--- config.mk ---
export PLATFORM = sky130hd
export DESIGN_NAME = iir_filter_sequencer
export DESIGN_NICKNAME = d
export VERILOG_FILES = /design/src/rtl/iir_seq_pkg.sv /design/src/rtl/iir_coeff_bank.sv /design/src/rtl/iir_filter_sequencer.sv
export SDC_FILE = /design/constraint.sdc
export NUM_CORES = 1
export LEC_CHECK = 0
export ABC_CLOCK_PERIOD_IN_PS = 4400
export BUFFER_PORTS_ARGS = -buffer_cell sky130_fd_sc_hd__clkbuf_2
export CAP_MARGIN = 20
export CELL_PAD_IN_SITES_DETAIL_PLACEMENT = 1
export CELL_PAD_IN_SITES_GLOBAL_PLACEMENT = 2
export CORE_UTILIZATION = 37
export CTS_CLUSTER_SIZE = 40
export DETAILED_ROUTE_END_ITERATION = 8
export PLACE_DENSITY_LB_ADDON = 0.1
export SLEW_MARGIN = 20
export SYNTH_ARGS = -nofsm -noshare
export SYNTH_HDL_FRONTEND = slang
export SYNTH_SLANG_ARGS = --single-unit
--- constraint.sdc ---
create_clock -name clk_i -period 4.4 [get_ports clk_i]
set_clock_uncertainty 0.2 [all_clocks]
set_input_delay 0.44 -clock clk_i [delete_from_list [all_inputs] [get_ports clk_i]]
set_output_delay 0.44 -clock clk_i [all_outputs]
set_load 0.02 [all_outputs]
--- src/rtl/iir_seq_pkg.sv ---
// Shared types and defaults for the IIR filter sequencer.
//   state_e   : sequencer FSM states
//   cfg_sel_e : coefficient bank selector (numerator / denominator)
//   DEF_*     : default parameter values
//   addr_width: tap-index width, never narrower than one bit
package iir_seq_pkg;

  localparam int unsigned DEF_NUM_COEFFS     = 32'd5;
  localparam int unsigned DEF_BITWIDTH       = 32'd24;
  localparam int unsigned DEF_TIMEOUT_CYCLES = 32'd64;

  typedef enum logic [2:0] {
    IDLE   = 3'd0,
    APPLY  = 3'd1,
    START  = 3'd2,
    WAIT   = 3'd3,
    OUTPUT = 3'd4
  } state_e;

  typedef enum logic {
    CFG_NUM = 1'b0,
    CFG_DEN = 1'b1
  } cfg_sel_e;

  function automatic int unsigned addr_width(input int unsigned n);
    return (n > 32'd1) ? $clog2(n) : 32'd1;
  endfunction

endpackage

--- src/rtl/iir_coeff_bank.sv ---
// One coefficient bank: a shadow register array written tap by tap and an
// active array that the filter core sees.
//   clk_i, reset_i : clock, synchronous active-low reset
//   we_i           : write data_i into shadow tap addr_i (out-of-range ignored)
//   addr_i, data_i : tap index and signed coefficient
//   apply_i        : copy shadow to active (a write in the same cycle is included)
//   active_o       : active coefficients, only change on apply_i
module iir_coeff_bank
  import iir_seq_pkg::*;
#(
  parameter int unsigned NUM_COEFFS = DEF_NUM_COEFFS,
  parameter int unsigned BITWIDTH   = DEF_BITWIDTH,
  parameter int unsigned ADDR_W     = addr_width(DEF_NUM_COEFFS)
) (
  input  logic                                 clk_i,
  input  logic                                 reset_i,
  input  logic                                 we_i,
  input  logic [ADDR_W-1:0]                    addr_i,
  input  logic [BITWIDTH-1:0]                  data_i,
  input  logic                                 apply_i,
  output logic [NUM_COEFFS-1:0][BITWIDTH-1:0]  active_o
);

  logic [NUM_COEFFS-1:0][BITWIDTH-1:0] shadow_q, shadow_d;
  logic [NUM_COEFFS-1:0][BITWIDTH-1:0] active_q, active_d;

  // Shadow write decode and apply; the forwarded shadow_d lets a write in the
  // apply cycle land in the active bank too.
  always_comb begin
    shadow_d = shadow_q;
    for (int i = 0; i < int'(NUM_COEFFS); i++) begin
      if (we_i && (addr_i == ADDR_W'(i))) begin
        shadow_d[i] = data_i;
      end else begin
        shadow_d[i] = shadow_q[i];
      end
    end
    if (apply_i) begin
      active_d = shadow_d;
    end else begin
      active_d = active_q;
    end
  end

  // Bank state registers.
  always_ff @(posedge clk_i) begin
    if (!reset_i) begin
      shadow_q <= '0;
      active_q <= '0;
    end else begin
      shadow_q <= shadow_d;
      active_q <= active_d;
    end
  end

  assign active_o = active_q;

endmodule

--- src/rtl/iir_filter_sequencer.sv ---
// Sequencer for one shared multi-cycle IIR filter core.
//   sample_*  : valid/ready input of signed samples
//   result_*  : valid/ready output of core results
//   cfg_*     : shadow coefficient writes and commit request; cfg_pending_o
//               stays high until the commit has been applied between samples
//   core_*    : start pulse, held input sample, done and result from the core
//   num/den_coeffs_o : active coefficient banks, constant while the core runs
//   busy_o    : FSM not idle; error_o: sticky timeout, cleared by error_clear_i
// All outputs are registered.
module iir_filter_sequencer
  import iir_seq_pkg::*;
#(
  parameter  int unsigned NUM_COEFFS     = DEF_NUM_COEFFS,
  parameter  int unsigned BITWIDTH       = DEF_BITWIDTH,
  parameter  int unsigned TIMEOUT_CYCLES = DEF_TIMEOUT_CYCLES,
  localparam int unsigned ADDR_W         = addr_width(NUM_COEFFS)
) (
  input  logic                                 clk_i,
  input  logic                                 reset_i,
  input  logic                                 sample_valid_i,
  output logic                                 sample_ready_o,
  input  logic [BITWIDTH-1:0]                  sample_i,
  output logic                                 result_valid_o,
  input  logic                                 result_ready_i,
  output logic [BITWIDTH-1:0]                  result_o,
  input  logic                                 cfg_we_i,
  input  logic                                 cfg_sel_i,
  input  logic [ADDR_W-1:0]                    cfg_addr_i,
  input  logic [BITWIDTH-1:0]                  cfg_data_i,
  input  logic                                 cfg_commit_i,
  output logic                                 cfg_pending_o,
  output logic                                 core_start_o,
  output logic [BITWIDTH-1:0]                  core_signal_o,
  input  logic                                 core_done_i,
  input  logic [BITWIDTH-1:0]                  core_signal_i,
  output logic [NUM_COEFFS-1:0][BITWIDTH-1:0]  num_coeffs_o,
  output logic [NUM_COEFFS-1:0][BITWIDTH-1:0]  den_coeffs_o,
  output logic                                 busy_o,
  output logic                                 error_o,
  input  logic                                 error_clear_i
);

  localparam int unsigned TW = $clog2(TIMEOUT_CYCLES + 32'd1);

  state_e              state_q, state_d;
  logic                capt_q, capt_d;      // sample captured on the way into APPLY
  logic [BITWIDTH-1:0] sig_q, sig_d;
  logic [BITWIDTH-1:0] res_q, res_d;
  logic [TW-1:0]       timer_q, timer_d;
  logic                err_q, err_d;
  logic                pend_q, pend_d;
  logic                ready_q, start_q, busy_q, valid_q;
  logic                apply_s, timeout_s, hs_s;
  logic                we_num_s, we_den_s;

  assign hs_s = sample_valid_i && ready_q;

  // Next-state logic for the sequencer FSM and its datapath registers.
  always_comb begin
    state_d   = state_q;
    capt_d    = capt_q;
    sig_d     = sig_q;
    res_d     = res_q;
    timer_d   = timer_q;
    apply_s   = 1'b0;
    timeout_s = 1'b0;
    case (state_q)
      IDLE: begin
        if (pend_q) begin
          state_d = APPLY;
        end else if (hs_s) begin
          sig_d = sample_i;
          // A commit arriving with the sample is applied before the start.
          if (cfg_commit_i) begin
            state_d = APPLY;
            capt_d  = 1'b1;
          end else begin
            state_d = START;
          end
        end else begin
          state_d = IDLE;
        end
      end
      APPLY: begin
        apply_s = 1'b1;
        capt_d  = 1'b0;
        if (capt_q) begin
          state_d = START;
        end else begin
          state_d = IDLE;
        end
      end
      START: begin
        timer_d = '0;
        state_d = WAIT;
      end
      WAIT: begin
        timer_d = timer_q + TW'(1);
        if (core_done_i) begin
          res_d   = core_signal_i;
          state_d = OUTPUT;
        end else if (timer_d == TW'(TIMEOUT_CYCLES)) begin
          timeout_s = 1'b1;
          state_d   = IDLE;
        end else begin
          state_d = WAIT;
        end
      end
      OUTPUT: begin
        if (result_ready_i) begin
          state_d = IDLE;
        end else begin
          state_d = OUTPUT;
        end
      end
      default: begin
        state_d = IDLE;
        capt_d  = 1'b0;
      end
    endcase

    // Writes up to and including the APPLY cycle are folded in, so a commit
    // seen during APPLY is already satisfied.
    pend_d = apply_s ? 1'b0 : (pend_q | cfg_commit_i);
    // Timeout wins over a simultaneous clear.
    err_d  = timeout_s ? 1'b1 : (error_clear_i ? 1'b0 : err_q);
  end

  // FSM, datapath and registered status outputs.
  always_ff @(posedge clk_i) begin
    if (!reset_i) begin
      state_q <= IDLE;
      capt_q  <= 1'b0;
      sig_q   <= '0;
      res_q   <= '0;
      timer_q <= '0;
      err_q   <= 1'b0;
      pend_q  <= 1'b0;
      ready_q <= 1'b0;
      start_q <= 1'b0;
      busy_q  <= 1'b0;
      valid_q <= 1'b0;
    end else begin
      state_q <= state_d;
      capt_q  <= capt_d;
      sig_q   <= sig_d;
      res_q   <= res_d;
      timer_q <= timer_d;
      err_q   <= err_d;
      pend_q  <= pend_d;
      ready_q <= (state_d == IDLE) && !pend_d;
      start_q <= (state_d == START);
      busy_q  <= (state_d != IDLE);
      valid_q <= (state_d == OUTPUT);
    end
  end

  assign we_num_s = cfg_we_i && (cfg_sel_e'(cfg_sel_i) == CFG_NUM);
  assign we_den_s = cfg_we_i && (cfg_sel_e'(cfg_sel_i) == CFG_DEN);

  iir_coeff_bank #(
    .NUM_COEFFS (NUM_COEFFS),
    .BITWIDTH   (BITWIDTH),
    .ADDR_W     (ADDR_W)
  ) u_num_bank (
    .clk_i    (clk_i),
    .reset_i  (reset_i),
    .we_i     (we_num_s),
    .addr_i   (cfg_addr_i),
    .data_i   (cfg_data_i),
    .apply_i  (apply_s),
    .active_o (num_coeffs_o)
  );

  iir_coeff_bank #(
    .NUM_COEFFS (NUM_COEFFS),
    .BITWIDTH   (BITWIDTH),
    .ADDR_W     (ADDR_W)
  ) u_den_bank (
    .clk_i    (clk_i),
    .reset_i  (reset_i),
    .we_i     (we_den_s),
    .addr_i   (cfg_addr_i),
    .data_i   (cfg_data_i),
    .apply_i  (apply_s),
    .active_o (den_coeffs_o)
  );

  assign sample_ready_o = ready_q;
  assign result_valid_o = valid_q;
  assign result_o       = res_q;
  assign cfg_pending_o  = pend_q;
  assign core_start_o   = start_q;
  assign core_signal_o  = sig_q;
  assign busy_o         = busy_q;
  assign error_o        = err_q;

endmodule

==> summary.txt <==
Critical path
  • R2r startpoint: state_q[0]
  • Critical path launch point: state_q[0]
  • R2R Setup Slk: 1.59 ns
  • Worst Setup End Kind: register
  • Worst EP required: 4.70 ns
  • Crit-path max cell delay: 0.63 ns
  • Worst Reg-to-Reg Cells: 6
  • Crit Path Max Fanout: 117
  • Top Family by Delay on Critical Path: buffers and inverters
  • WP buf/inv: 3
  • Startpoint types: register
  • Critical path type: register to register
  • Worst R2R End: u_den_bank.active_o[105]
  • Critical path data arrival time: 3.11 ns
  • Worst path depth: 6
  • Crit path to: u_den_bank.active_o[105]
  • CP cell instances: inv_2 > nor3_4 > buf_4 > buf_12 > nor2_1 > a211oi_1
  • Slowest stage cell, crit path: nor3_4

Synthesis
  • Seq/Total Area, Yosys: 56.84%
  • Post-synthesis register bit count: roughly 550
  • Synth unique cells: 46
  • Main combinational cell family by area after synthesis: simple AND/OR/NAND/NOR gates
  • Most used DFF post-synth: dfxtp_1
  • Mux cell area share after synthesis: between 10% and 20%
  • Post-synthesis adder-cell area fraction: 0.06518%
  • Post-synth EDFFs: 0
  • Mean post-synth cell area: about 9.9 µm²
  • Most frequent cell after synthesis: dfxtp_1
  • Post-synth ARST share: 0%
  • Main area contributors after synthesis: dfxtp_1 57%, mux2i_1 13%, nor2_1 9.7%
  • Synth Area in Simple Gates: 13.24%
  • Compound-Gate Fraction of Synth Area: 12.85%
  • Area leader, netlist: dfxtp_1
  • Syn_nets: a little over 2000
  • XOR/XNOR share of the synthesized area: 0%
  • Yosys warns: 0
  • Post-Synthesis Cells: just under 2000
  • Synth cell count leaders: 545 x dfxtp_1, 497 x nor2_1, 240 x mux2i_1
  • Share of the synthesized area in the top cell type: 56.84%
  • Post-Syn Area: 19190 µm²

Clocking
  • CTS tree: done
  • H-tree levels: 2
  • # clock sinks: 545
  • Post-CTS Setup Bufs: 0
  • CTS max path bufs: 3
  • Clock slew at reported path FFs: 0.06 ns
  • CTS Buf Count: slightly below 60
  • Clk_lat worst skew: 0.61 ns
  • Root buffer cell: clkbuf_16

Timing
  • Final setup vio count: 0
  • Final Max Tran Viols: 0
  • RSZ-0062 raised after global routing: false
  • Final hold vios: 0
  • Worst rel slew slack: 24.57%
  • Final worst-path cycle share: 63.79%
  • Peak Freq: 356.3 MHz
  • Post-route setup slack: 1.593 ns
  • Final TNS setup: 0 ns
  • Period minus WS final: 2.807 ns
  • Worst-Margin Slew: 1.131 ns

Power
  • Worst VDD drop: between 0.2 and 0.3 mV
  • Pwr dens: 507.6 nW/µm²
  • Power, Total: about 12 mW
  • P_leak: 10.17 nW

Final layout
  • Fin util: 46.52%
  • Synth-to-Final Area Change: 24.33%
  • Layout cell share with drive strength beyond 1: 23.13%
  • Post-route insts no fill: 2993
  • # nets final: 2353
  • ANT cells: 0
  • FILL cells: 5828

Drt
  • DRC: 0
  • Post-DRT Antenna Nets: 0
  • Routed wire length: 61.04 mm
  • Starting DRT DRC Count: 634
  • Wire per inst: roughly 20 µm
  • Via density: 4.983
  • DR vias: 14910
  • DR pass1 iterations: 7

Placed design
  • Dpl cells: around 2800
  • Placement Setup Slack: ~1.5 ns
  • DP HPWL: 38.47 mm
  • Routability cong.: approximately 0.8
  • I/O Buffers: around 380

GRT
  • Grt ovf: 0
  • Initial antenna violation count: 5
  • Largest net degree at the start of global routing: around 150
  • Vias in the first global route: 15020
  • First-pass GRT wire length: just over 90 mm
  • GRT Total Usage: ~23%

Die
  • Core area: ~51000 µm²
  • Die W: approximately 230 µm
  • Die height: ~230 µm
  • # IOs: 378
  • Total Die Area: 52790 µm²
  • Row count: 83
  • Initial Utilization: approximately 37%

Min path
  • HP Class: input port to register
  • Hold Crit Start: result_ready_i

Run status
  • Outcome: completed

Flow run
  • Max-cap violations: 0
metal layers:
metal | track usage [%] | part of all wire (%)
met5 | 0 | 0.046
met3 | 4.551 | 5.1
met2 | 38.70 | 48
met4 | 6.333 | 2.1
met1 | 29.67 | 45
where the power goes:
part           internal [mW]  leakage, nW  switching, mW
logic                  0.538         4.79           1.15
registers               5.24         4.43          0.185
clock network           3.02        0.952           1.98
timing repair:
action,in CTS,in global routing
endpoints found under the hold margin,53,0
gates resized for setup,0,0
hold buffers,51,0
cell families after synthesis:
kind of cell	Yosys count
AOI/OAI and AO/OA	324
and+or+nand+nor	641
muxes	240
buffers and inverters	180
adders and majority gates	1
DFF	545
worst min-delay path by stage:
stage	endpoint	cells past startpoint
detailed placement	result_o[17]	2
finish	state_q[2]	4
global placement	core_signal_o[22]	2
global route	state_q[2]	4
floorplan	capt_q	2
CTS	state_q[2]	4
cell usage in the layout, fill, tap and decap left out, types with 4 or more instances in the layout:
cell type | Yosys | routed
a211oi_1 | 202 | 202
a211oi_2 | 39 | 39
a21oi_1 | 57 | 57
buf_12 | 0 | 8
buf_4 | 14 | 16
bufinv_16 | 0 | 4
clkbuf_1 | 91 | 24
clkbuf_16 | 0 | 61
clkbuf_2 | 0 | 377
clkbuf_8 | 0 | 15
dfxtp_1 | 545 | 545
dlygate4sd3_1 | 0 | 51
mux2i_1 | 240 | 240
nand2_1 | 103 | 102
nand3_1 | 5 | 5
nand3b_1 | 8 | 8
nor2_1 | 497 | 497
o21ai_0 | 9 | 9
registers in the layout, indices dropped and copies added, names as in the netlist, 3 cells and up:
signal,flops
u_den_bank.active_o,120
u_den_bank.shadow_q,120
u_num_bank.active_o,120
u_num_bank.shadow_q,120
core_signal_o,24
result_o,24
timer_q,7
state_q,3
area by class of cell:
type	instances	area, µm²	area share [%]
tap	680	850.8	3.565
clock buffer	100	1823	7.639
timing repair buffer	452	2678	11.22
multi-input combinational	1206	7451	31.22
sequential	545	10910	45.72
inverter	4	22.52	0.09437
clock inverter	6	130.1	0.5452
per-stage QoR:
step / hold slack [ns] / cell area, µm²
detailed placement: 0.2477 / 21400
global placement: 0.2407 / 21400
floorplan: 0.2440 / 19190
CTS: 0.02709 / 23870
global route: 0.06079 / 23870
finish: 0.06365 / 23870
worst reg2reg max path: cells and delay by family, from the launching register on:
family                 cells  cell delay (ns)
AOI/OAI and AO/OA          1             0.26
buffers and inverters      3             0.84
DFF                        1             0.60
and+or+nand+nor            2             0.82
Power figures use the tool's default switching activity.
